## src/rtl/uart_pkg.sv

```systemverilog
// uart_pkg: shared FSM encodings, byte width and default sizing for the uart byte FIFO.
package uart_pkg;
    localparam int BYTE_W              = 8;
    localparam int DEF_DEPTH_LOG2      = 4;
    localparam int DEF_TX_ACK_TIMEOUT  = 64;
    typedef enum logic {R_IDLE, R_ACK} rx_state_t;
    typedef enum logic [1:0] {T_IDLE, T_REQ, T_RETRY, T_BUSY} tx_state_t;
endpackage

```

## src/rtl/uart_rx_fifo_if.sv

```systemverilog
// uart_rx_fifo_if: rx drain and tx replay handshake between the uart core (master) and the byte FIFO (slave).
interface uart_rx_fifo_if;
    import uart_pkg::*;
    logic [BYTE_W-1:0] rx_data;
    logic              rx_ready;
    logic              rx_ready_clear;
    logic [BYTE_W-1:0] tx_data;
    logic              tx_en;
    logic              tx_busy;
    modport master (output rx_data, rx_ready, tx_busy, input rx_ready_clear, tx_data, tx_en);
    modport slave  (input rx_data, rx_ready, tx_busy, output rx_ready_clear, tx_data, tx_en);
endinterface

```

## src/rtl/uart_fifo_mem.sv

```systemverilog
// uart_fifo_mem: byte register array, synchronous write, combinational read.
module uart_fifo_mem
    import uart_pkg::*;
#(
    parameter int DEPTH_LOG2 = DEF_DEPTH_LOG2
) (
    input  logic                  sys_clk,
    input  logic                  we,
    input  logic [DEPTH_LOG2-1:0] waddr,
    input  logic [DEPTH_LOG2-1:0] raddr,
    input  logic [BYTE_W-1:0]     wdata,
    output logic [BYTE_W-1:0]     rdata
);
    logic [BYTE_W-1:0] mem [1<<DEPTH_LOG2];
    always_ff @(posedge sys_clk)
        if (we) mem[waddr] <= wdata;
    assign rdata = mem[raddr];
endmodule

```

## src/rtl/uart_rx_fifo.sv

```systemverilog
// uart_rx_fifo: byte FIFO draining uart rx and replaying to uart tx with ack timeout and retry.
// Optional UART_FIFO_DROP_CNT_EN adds a saturating drop_cnt output.
module uart_rx_fifo
    import uart_pkg::*;
#(
    parameter int DEPTH_LOG2     = DEF_DEPTH_LOG2,
    parameter int TX_ACK_TIMEOUT = DEF_TX_ACK_TIMEOUT
) (
    input  logic                sys_clk,
    input  logic                rst_n,
    uart_rx_fifo_if.slave       uart,
    output logic [DEPTH_LOG2:0] level,
    output logic                full,
    output logic                empty,
`ifdef UART_FIFO_DROP_CNT_EN
    output logic [7:0]          drop_cnt,
`endif
    output logic                overflow
);
    localparam int LW = DEPTH_LOG2 + 1;
    localparam int TW = $clog2(TX_ACK_TIMEOUT);
    rx_state_t               rx_state, rx_next;
    tx_state_t               tx_state, tx_next;
    logic [DEPTH_LOG2-1:0]   wr_ptr, rd_ptr;
    logic [BYTE_W-1:0]       head, tx_data_n;
    logic [TW-1:0]           timer, timer_n;
    logic                    capture, wr, pop, tx_en_n;

    assign uart.rx_ready_clear = rx_state == R_ACK;
    assign capture = rx_state == R_IDLE && uart.rx_ready && !uart.rx_ready_clear;
    assign pop     = tx_state == T_IDLE && !empty && !uart.tx_busy;
    // a pop on the same edge frees the head slot, so a full FIFO still accepts the byte
    assign wr      = capture && (!full || pop);
    assign full    = level == LW'(1 << DEPTH_LOG2);
    assign empty   = level == '0;

    uart_fifo_mem #(.DEPTH_LOG2(DEPTH_LOG2)) u_mem (
        .sys_clk(sys_clk), .we(wr), .waddr(wr_ptr), .raddr(rd_ptr), .wdata(uart.rx_data), .rdata(head)
    );

    always_comb begin
        rx_next = capture ? R_ACK : (rx_state == R_ACK && !uart.rx_ready) ? R_IDLE : rx_state;
    end

    always_comb begin
        tx_next   = tx_state;
        tx_en_n   = uart.tx_en;
        tx_data_n = uart.tx_data;
        timer_n   = timer;
        case (tx_state)
            T_IDLE:  if (pop) begin
                         tx_next   = T_REQ;
                         tx_en_n   = 1'b1;
                         tx_data_n = head;
                         timer_n   = '0;
                     end
            T_REQ:   if (uart.tx_busy) begin
                         tx_next = T_BUSY;
                         tx_en_n = 1'b0;
                     end else if (timer == TW'(TX_ACK_TIMEOUT - 1)) begin
                         tx_next = T_RETRY;
                         tx_en_n = 1'b0;
                     end else timer_n = timer + 1'b1;
            T_RETRY: begin
                         tx_next = T_REQ;
                         tx_en_n = 1'b1;
                         timer_n = '0;
                     end
            T_BUSY:  if (!uart.tx_busy) tx_next = T_IDLE;
            default: tx_next = T_IDLE;
        endcase
    end

    always_ff @(posedge sys_clk or negedge rst_n)
        if (!rst_n) begin
            rx_state     <= R_IDLE;
            tx_state     <= T_IDLE;
            uart.tx_en   <= 1'b0;
            uart.tx_data <= '0;
            timer        <= '0;
            wr_ptr       <= '0;
            rd_ptr       <= '0;
            level        <= '0;
            overflow     <= 1'b0;
        end else begin
            rx_state     <= rx_next;
            tx_state     <= tx_next;
            uart.tx_en   <= tx_en_n;
            uart.tx_data <= tx_data_n;
            timer        <= timer_n;
            if (wr) wr_ptr <= wr_ptr + 1'b1;
            if (pop) rd_ptr <= rd_ptr + 1'b1;
            level        <= level + {{DEPTH_LOG2{1'b0}}, wr} - {{DEPTH_LOG2{1'b0}}, pop};
            overflow     <= overflow | (capture && !wr);
        end

`ifdef UART_FIFO_DROP_CNT_EN
    always_ff @(posedge sys_clk or negedge rst_n)
        if (!rst_n) drop_cnt <= '0;
        else if (capture && !wr && drop_cnt != 8'hFF) drop_cnt <= drop_cnt + 1'b1;
`endif
endmodule

```

## src/flat_wrapper.sv

```systemverilog
// flat-port wrapper written by rule: the top's interface ports become plain ports
module uart_rx_fifo_flat import uart_pkg::*;
#(
    parameter int DEPTH_LOG2     = DEF_DEPTH_LOG2,
    parameter int TX_ACK_TIMEOUT = DEF_TX_ACK_TIMEOUT
)
  (sys_clk, rst_n, level, full, empty, overflow, uart_rx_data, uart_rx_ready, uart_tx_busy, uart_rx_ready_clear, uart_tx_data, uart_tx_en);
  uart_rx_fifo_if uart_i ();
  input  logic sys_clk;
  input  logic rst_n;
  output logic [DEPTH_LOG2:0] level;
  output logic full;
  output logic empty;
  output logic overflow;
  input wire logic [$bits(uart_i.rx_data)-1:0] uart_rx_data;
  input wire logic [$bits(uart_i.rx_ready)-1:0] uart_rx_ready;
  input wire logic [$bits(uart_i.tx_busy)-1:0] uart_tx_busy;
  output wire logic [$bits(uart_i.rx_ready_clear)-1:0] uart_rx_ready_clear;
  output wire logic [$bits(uart_i.tx_data)-1:0] uart_tx_data;
  output wire logic [$bits(uart_i.tx_en)-1:0] uart_tx_en;
  assign uart_i.rx_data = uart_rx_data;
  assign uart_i.rx_ready = uart_rx_ready;
  assign uart_i.tx_busy = uart_tx_busy;
  assign uart_rx_ready_clear = uart_i.rx_ready_clear;
  assign uart_tx_data = uart_i.tx_data;
  assign uart_tx_en = uart_i.tx_en;
  uart_rx_fifo #(.DEPTH_LOG2(DEPTH_LOG2), .TX_ACK_TIMEOUT(TX_ACK_TIMEOUT)) u_core (.sys_clk(sys_clk), .rst_n(rst_n), .uart(uart_i), .level(level), .full(full), .empty(empty), .overflow(overflow));
endmodule
```

## config.mk

```make
export PLATFORM = sky130hd
export DESIGN_NAME = uart_rx_fifo_flat
export DESIGN_NICKNAME = d
export VERILOG_FILES = /design/src/rtl/uart_pkg.sv /design/src/rtl/uart_rx_fifo_if.sv /design/src/rtl/uart_fifo_mem.sv /design/src/rtl/uart_rx_fifo.sv /design/src/flat_wrapper.sv
export SDC_FILE = /design/constraint.sdc
export NUM_CORES = 1
export LEC_CHECK = 0
export ABC_AREA = 1
export CORE_MARGIN = 2
export CORE_UTILIZATION = 45
export DETAILED_ROUTE_END_ITERATION = 10
export SLEW_MARGIN = 40
export SYNTH_ARGS = -nofsm -noshare
export SYNTH_HDL_FRONTEND = slang
export SYNTH_HIERARCHICAL = 1
export SYNTH_SLANG_ARGS = --single-unit
```

## constraint.sdc

```tcl
create_clock -name sys_clk -period 6.36 [get_ports sys_clk]
set_clock_uncertainty 0.05 [all_clocks]
set_input_delay 0.954 -clock sys_clk [delete_from_list [all_inputs] [get_ports sys_clk]]
set_output_delay 0.954 -clock sys_clk [all_outputs]
set_load 0.01 [all_outputs]
```

== After elaboration in Yosys (flattened, before gate mapping) ==
Memory sizes are Yosys's and may differ from the RTL's. A register that Yosys moved wholly into a read port is not among the register bits.
Cells that the tools add are included.

* Bits in registers: 24
* Latch bits: 0
* Logic and storage cells: 66
* Input port bits: 12
* RAM bits: 128
* Memories: 1
* Memory bits (read-only): 0

* Reductions and logical operators: 23
* Shift-type cells: 0
* Div/mod/pow operators: 0
* Bitwise operators: 2
* Eq/ne operators: 10
* $lt $le $gt $ge: 0
* Muxes and demuxes: 17
* Add/sub/neg operators: 5
* Multiply operators: 0

{| class="wikitable"
|+ Memory list
! name !! depth !! bits a word !! rd ports !! clocked after memory_dff !! write ports !! RTL line !! source
|-
| u_core.u_mem.mem || 16 || 8 || 1 || 1 || 1 || uart_fifo_mem.sv:14 || <nowiki>logic [BYTE_W-1:0] mem [1<<DEPTH_LOG2];</nowiki>
|}

{| class="wikitable"
|+ Operators with widths
! cell !! count
|-
| $mux W6 || 3
|-
| $pmux W6 S3 || 1
|-
| $add A4 B1 Y4 const B || 2
|-
| $mux W2 || 4
|-
| $pmux W2 S4 || 1
|-
| $logic_and A1 B1 Y1 || 7
|-
| $logic_not A1 Y1 || 7
|-
| $mux W1 || 7
|-
| $add A6 B1 Y6 const B || 1
|-
| $eq A6 B6 Y1 const B || 1
|-
| $ne A2 B2 Y1 const B || 3
|-
| $reduce_and A3 Y1 || 2
|-
| $add A5 B1 Y5 || 1
|-
| $eq A5 B5 Y1 const B || 1
|-
| $logic_not A5 Y1 || 1
|-
| $sub A5 B1 Y5 || 1
|-
| $eq A2 B2 Y1 const B || 2
|-
| $reduce_and A4 Y1 || 1
|-
| $ne A3 B2 Y1 const B || 1
|-
| $pmux W1 S3 || 1
|-
| $reduce_bool A3 Y1 || 1
|-
| $eq A2 B1 Y1 const B || 1
|-
| $logic_not A2 Y1 || 1
|-
| $ne A2 B1 Y1 const B || 1
|-
| other kinds (5) || 5
|}

== Longest topological paths before layout ==
* Word-level depth: 9
* Gate-level depth with buffers: 13
* Depth with buffers taken out: 13

== By module ==
The synthesis kept the hierarchy.

{| class="wikitable"
|+ Modules (own cells, without submodules)
! module !! seq. area each (um2) !! times used !! cells an instance !! area each (um2)
|-
| uart_fifo_mem || 3,843.7 || 1 || 543 || 5,606.6
|-
| uart_rx_fifo || 800.8 || 1 || 196 || 1,701.6
|}

== Least setup slack after synthesis ==
Ideal clock, no wire load.

* Kind: in2reg
* Start: input port uart_tx_busy
* End: register u_core.level[4]
* Arrival: 2,560 ps
* Library setup time: 79 ps
* Stages on the path: 11
* Slack: 3,671 ps
* Required time: 6,231 ps
* Path buffers: 0
* Cells stage by stage: nor2_4 > nand2_4 > nand2_2 > nand2_4 > ha_1 > inv_1 > ha_1 > inv_1 > fa_1 > o21ai_0 > xor2_1

* Word-level cells in the longest chain between the ends: 6

{| class="wikitable"
|+ Ends and longest elaborated chain
! element !! RTL line !! source
|-
| start: declaration || flat_wrapper.sv:17 || <nowiki>input wire logic [$bits(uart_i.tx_busy)-1:0] uart_tx_busy;</nowiki>
|-
| $logic_not A1 Y1 (*) || uart_rx_fifo.sv:31 || <nowiki>assign pop = tx_state == T_IDLE && !empty && !uart.tx_busy;</nowiki>
|-
| $logic_and A1 B1 Y1 (*) || uart_rx_fifo.sv:31 ||
|-
| $logic_or A1 B1 Y1 || uart_rx_fifo.sv:33 || <nowiki>assign wr = capture && (!full || pop);</nowiki>
|-
| $logic_and A1 B1 Y1 || uart_rx_fifo.sv:33 ||
|-
| $add A5 B1 Y5 || uart_rx_fifo.sv:93 || <nowiki>level <= level + {{DEPTH_LOG2{1'b0}}, wr} - {{DEPTH_LOG2{1'b0}}, pop};</nowiki>
|-
| $sub A5 B1 Y5 (*) || uart_rx_fifo.sv:93 ||
|-
| end signal: assignment || uart_rx_fifo.sv:93 ||
|-
| end: declaration || uart_rx_fifo.sv:12 || <nowiki>output logic [DEPTH_LOG2:0] level,</nowiki>
|}

Mark *: on every way between the ends. The rest lies on a longest branch, timed or not.
A chain may end at the register's enable or synchronous reset.

== Worst setup path in the final report ==
Ends and elaborated chain as after synthesis.

==> impl_metrics.py <==
metrics = {
    "hold_path": {
        "holdCritPathClass": "reg -> reg",
        "holdCritStartpoint": "u_core/uart.tx_en",
        "hold_path_depth": 2,
        "min_to": "u_core/uart.tx_en",
    },
    "floorplanning": {
        "rows": 46,
        "io-pin-count": 30,
        "dieWidth_um": 131,
        "die_area_mm2": 0.0173,
        "initial_utilization_pct": 46.0,
        "die_y_um": 131,
        "coreArea_mm2": 0.0159,
    },
    "timing": {
        "max_slew_margin_pct": 45.2,
        "hold_viol_final": 0,
        "post-route-period-util_pct": 47.4,
        "worstMarginPinSlew_ns": 0.820,
        "finalSetupViolations": 0,
        "drv_slew": 0,
        "rsz0062_at_grt": "no",
        "fin_crit_ns": 3.02,
        "max_freq_mhz": 332,
        "tns_ns": 0,
    },
    "setup_path": {
        "cp.buffers_inverters": 3,
        "reg2reg_to": "u_core/level[4]",
        "r2r_cells": 13,
        "path_class": "in -> reg",
        "path_cells": "clkdlybuf4s50_1 > nor2_4 > nand2_4 > nand2_2 > nand2_4 > ha_1 > inv_1 > ha_1 > inv_1 > fa_1 > o21ai_0 > xor2_1",
        "critPathSlowestCell": "clkdlybuf4s50_1",
        "slowest_delay_ns": 0.50,
        "required_ns": 6.66,
        "r2r_setup_slack_ns": 3.69,
        "r2r-start": "u_core/level[2]",
        "cp-startpoint": "uart_tx_busy",
        "cp-end-kind": "flop",
        "worstPathArrival_ns": 3.32,
        "critPathLaunchType": "primary input",
        "critPathMaxFanout": 13,
        "critical-path-top-delay-family": "adder cells",
    },
    "global_route": {
        "grt_start_max_net_pins": 69,
        "antenna_found_initial": 0,
        "grt_pass1_vias": 4876,
        "grt_pass1_wl_um": 25700,
        "grt_usage_pct": 19.7,
        "grt.overflow.total": 0,
    },
    "placement": {
        "gp_congestion": 0.929,
        "port_buffers": 29,
        "hpwl_um": 10500,
        "place_area_mm2": 0.00770,
        "placed_cells": 961,
    },
    "synth": {
        "synth.top_cell.area_share_pct": 52.6,
        "synth.distinct_cells": 29,
        "synth_edf_count": 128,
        "synth-seq-cells": 160,
        "synth_nets": 762,
        "synthCells": 739,
        "ys_seq_area_share_pct": 63.6,
        "ys.flop_type": "edfxtp_1",
        "syn_area_per_cell_um2": 9.89,
        "yosys.area.top_type": "edfxtp_1",
        "postSynth.asyncResetShare_pct": 20.0,
        "ys_warn_count": 6,
        "netlist_area_mm2": 0.00731,
        "synth.area.top_cells": "edfxtp_1 53%, nand2_1 12%, dfrtp_1 11%",
    },
    "drt": {
        "wire_per_inst_um": 16.3,
        "dr.pass1.iters": 6,
        "drt-initial-drc-count": 497,
        "drt-total-wl_um": 16200,
        "ant_nets": 0,
        "drc_errors": 0,
        "num_vias": 4925,
        "via_per_inst": 4.96,
    },
    "power_and_ir_drop": {
        "vdd_drop_max_v": 0.000222,
        "power.density_mw_per_mm2": 450,
        "leakagePower_nw": 3.65,
    },
    "cts": {
        "cts_resized": 0,
        "cts_made_buffers": 17,
        "holdBufCountCts": 0,
        "cts_tree": "done",
        "postCtsSetupBuffers": 0,
        "htree_levels": 4,
        "clock_path_buffers": 2,
        "cts_num_sinks": 160,
        "clk_pin_slew_worst_paths_ns": 0.06,
        "cts_root_buffer": "clkbuf_16",
        "clk_latency_ns": 0.43,
    },
    "cells_and_area": {
        "final-seq-area_mm2": 0.00465,
        "layout_commonest_cell": "nand2_1",
        "drive_gt1_share_pct": 7.85,
        "design_area_mm2": 0.00828,
        "syn_to_final_growth_pct": 13.4,
        "num-fill-cells": 1418,
        "multiInputGateArea_mm2": 0.00201,
        "finalNonFillerCells": 993,
        "n_antenna_cell": 0,
        "layout_common_cells": "240 x nand2_1, 128 x edfxtp_1, 120 x inv_1",
        "nets": 787,
    },
    "flow_run": {
        "drv_cap": 0,
    },
    "outcome": {
        "outcome": "finished clean",
    },
}
## area by class of cell
class                           instances  share of cell area (%)
Sequential cell                       160                    56.1
Multi-Input combinational cell        426                    24.2
Inverter                              127                    5.78
Clock buffer                           18                    5.18
Timing Repair Buffer                   32                    3.47
Tap cell                              216                    3.26
Clock inverter                         14                    2.01
## cells in the mapped netlist, types with 6 or more instances
master,n
nand2_1,240
edfxtp_1,128
inv_1,120
nand3_1,105
dfrtp_1,32
nor2_1,26
buf_2,13
ha_1,10
inv_2,7
nand2_2,7
xnor2_1,7
a21oi_1,6
buf_4,6
buf_6,6
## sequential cells by signal, summed over array words and instances, names as in the netlist
name / cells
u_core/wr_ptr: 4
u_core/rd_ptr: 4
u_core/u_mem/mem: 128
u_core/uart.tx_en: 1
u_core/level: 5
u_core/uart.rx_ready_clear: 1
u_core/uart.tx_data: 8
u_core/overflow: 1
u_core/tx_state: 2
u_core/timer: 6
## through the flow
stage	hold slack, ns	total power [W]	setup WS [ns]	util [%]
after CTS	0.432	0.00375	3.35	52.2
after global placement	0.407	0.00271	2.95	48.5
final	0.431	0.00373	3.34	52.2
after detailed placement	0.417	0.00273	2.90	48.5
after floorplan	0.412	0.00235	3.67	-
after global routing	0.466	0.00396	3.20	52.2
## layer usage
metal	global-route usage, %	wire (um)	share of wire (%)
met1	24.6	7050	43
met2	33.1	7920	49
met3	4.82	903	5.6
met4	7.85	356	2.2
met5	0	0	0
## power breakdown
part	switching [W]	total (W)	internal, W
sequential	0.000117	0.00140	0.00129
clock	0.000397	0.00101	0.000615
combinational	0.000867	0.00131	0.000447
## logic make-up (layout without fill, tap and decap cells)
kind of cell / Yosys count / after routing / synth area share [%]
DFF: 160 / 160 / 63.6
and+or+nand+nor: 391 / 391 / 23.2
xor gates and xnor gates: 10 / 10 / 1.20
AOI/OAI and AO/OA: 14 / 14 / 1.04
adders and majority gates: 11 / 11 / 1.99
buffers and inverters: 153 / 191 / 9.01
## how the worst max path moves through the flow
stage / depth (start not counted) / slack, ns / endpoint
after floorplan: 11 / 3.67 / u_core/level[4]
after global placement: 12 / 2.95 / u_core/level[4]
after detailed placement: 12 / 2.90 / u_core/level[4]
after CTS: 12 / 3.35 / u_core/level[4]
after global routing: 12 / 3.20 / u_core/level[4]
final: 12 / 3.34 / u_core/level[4]
## worst register-to-register path, cell delays in order, from the launching register on
cell and delay [ns]:
dfrtp_1 0.39, inv_1 0.07, ha_1 0.22, nand3_1 0.14, nand2_4 0.16, nand2_2 0.13
nand2_4 0.09, ha_1 0.30, inv_1 0.07, ha_1 0.16, inv_1 0.05, fa_1 0.40
o21ai_0 0.22, xor2_1 0.15
Power figures use the tool's default switching activity.
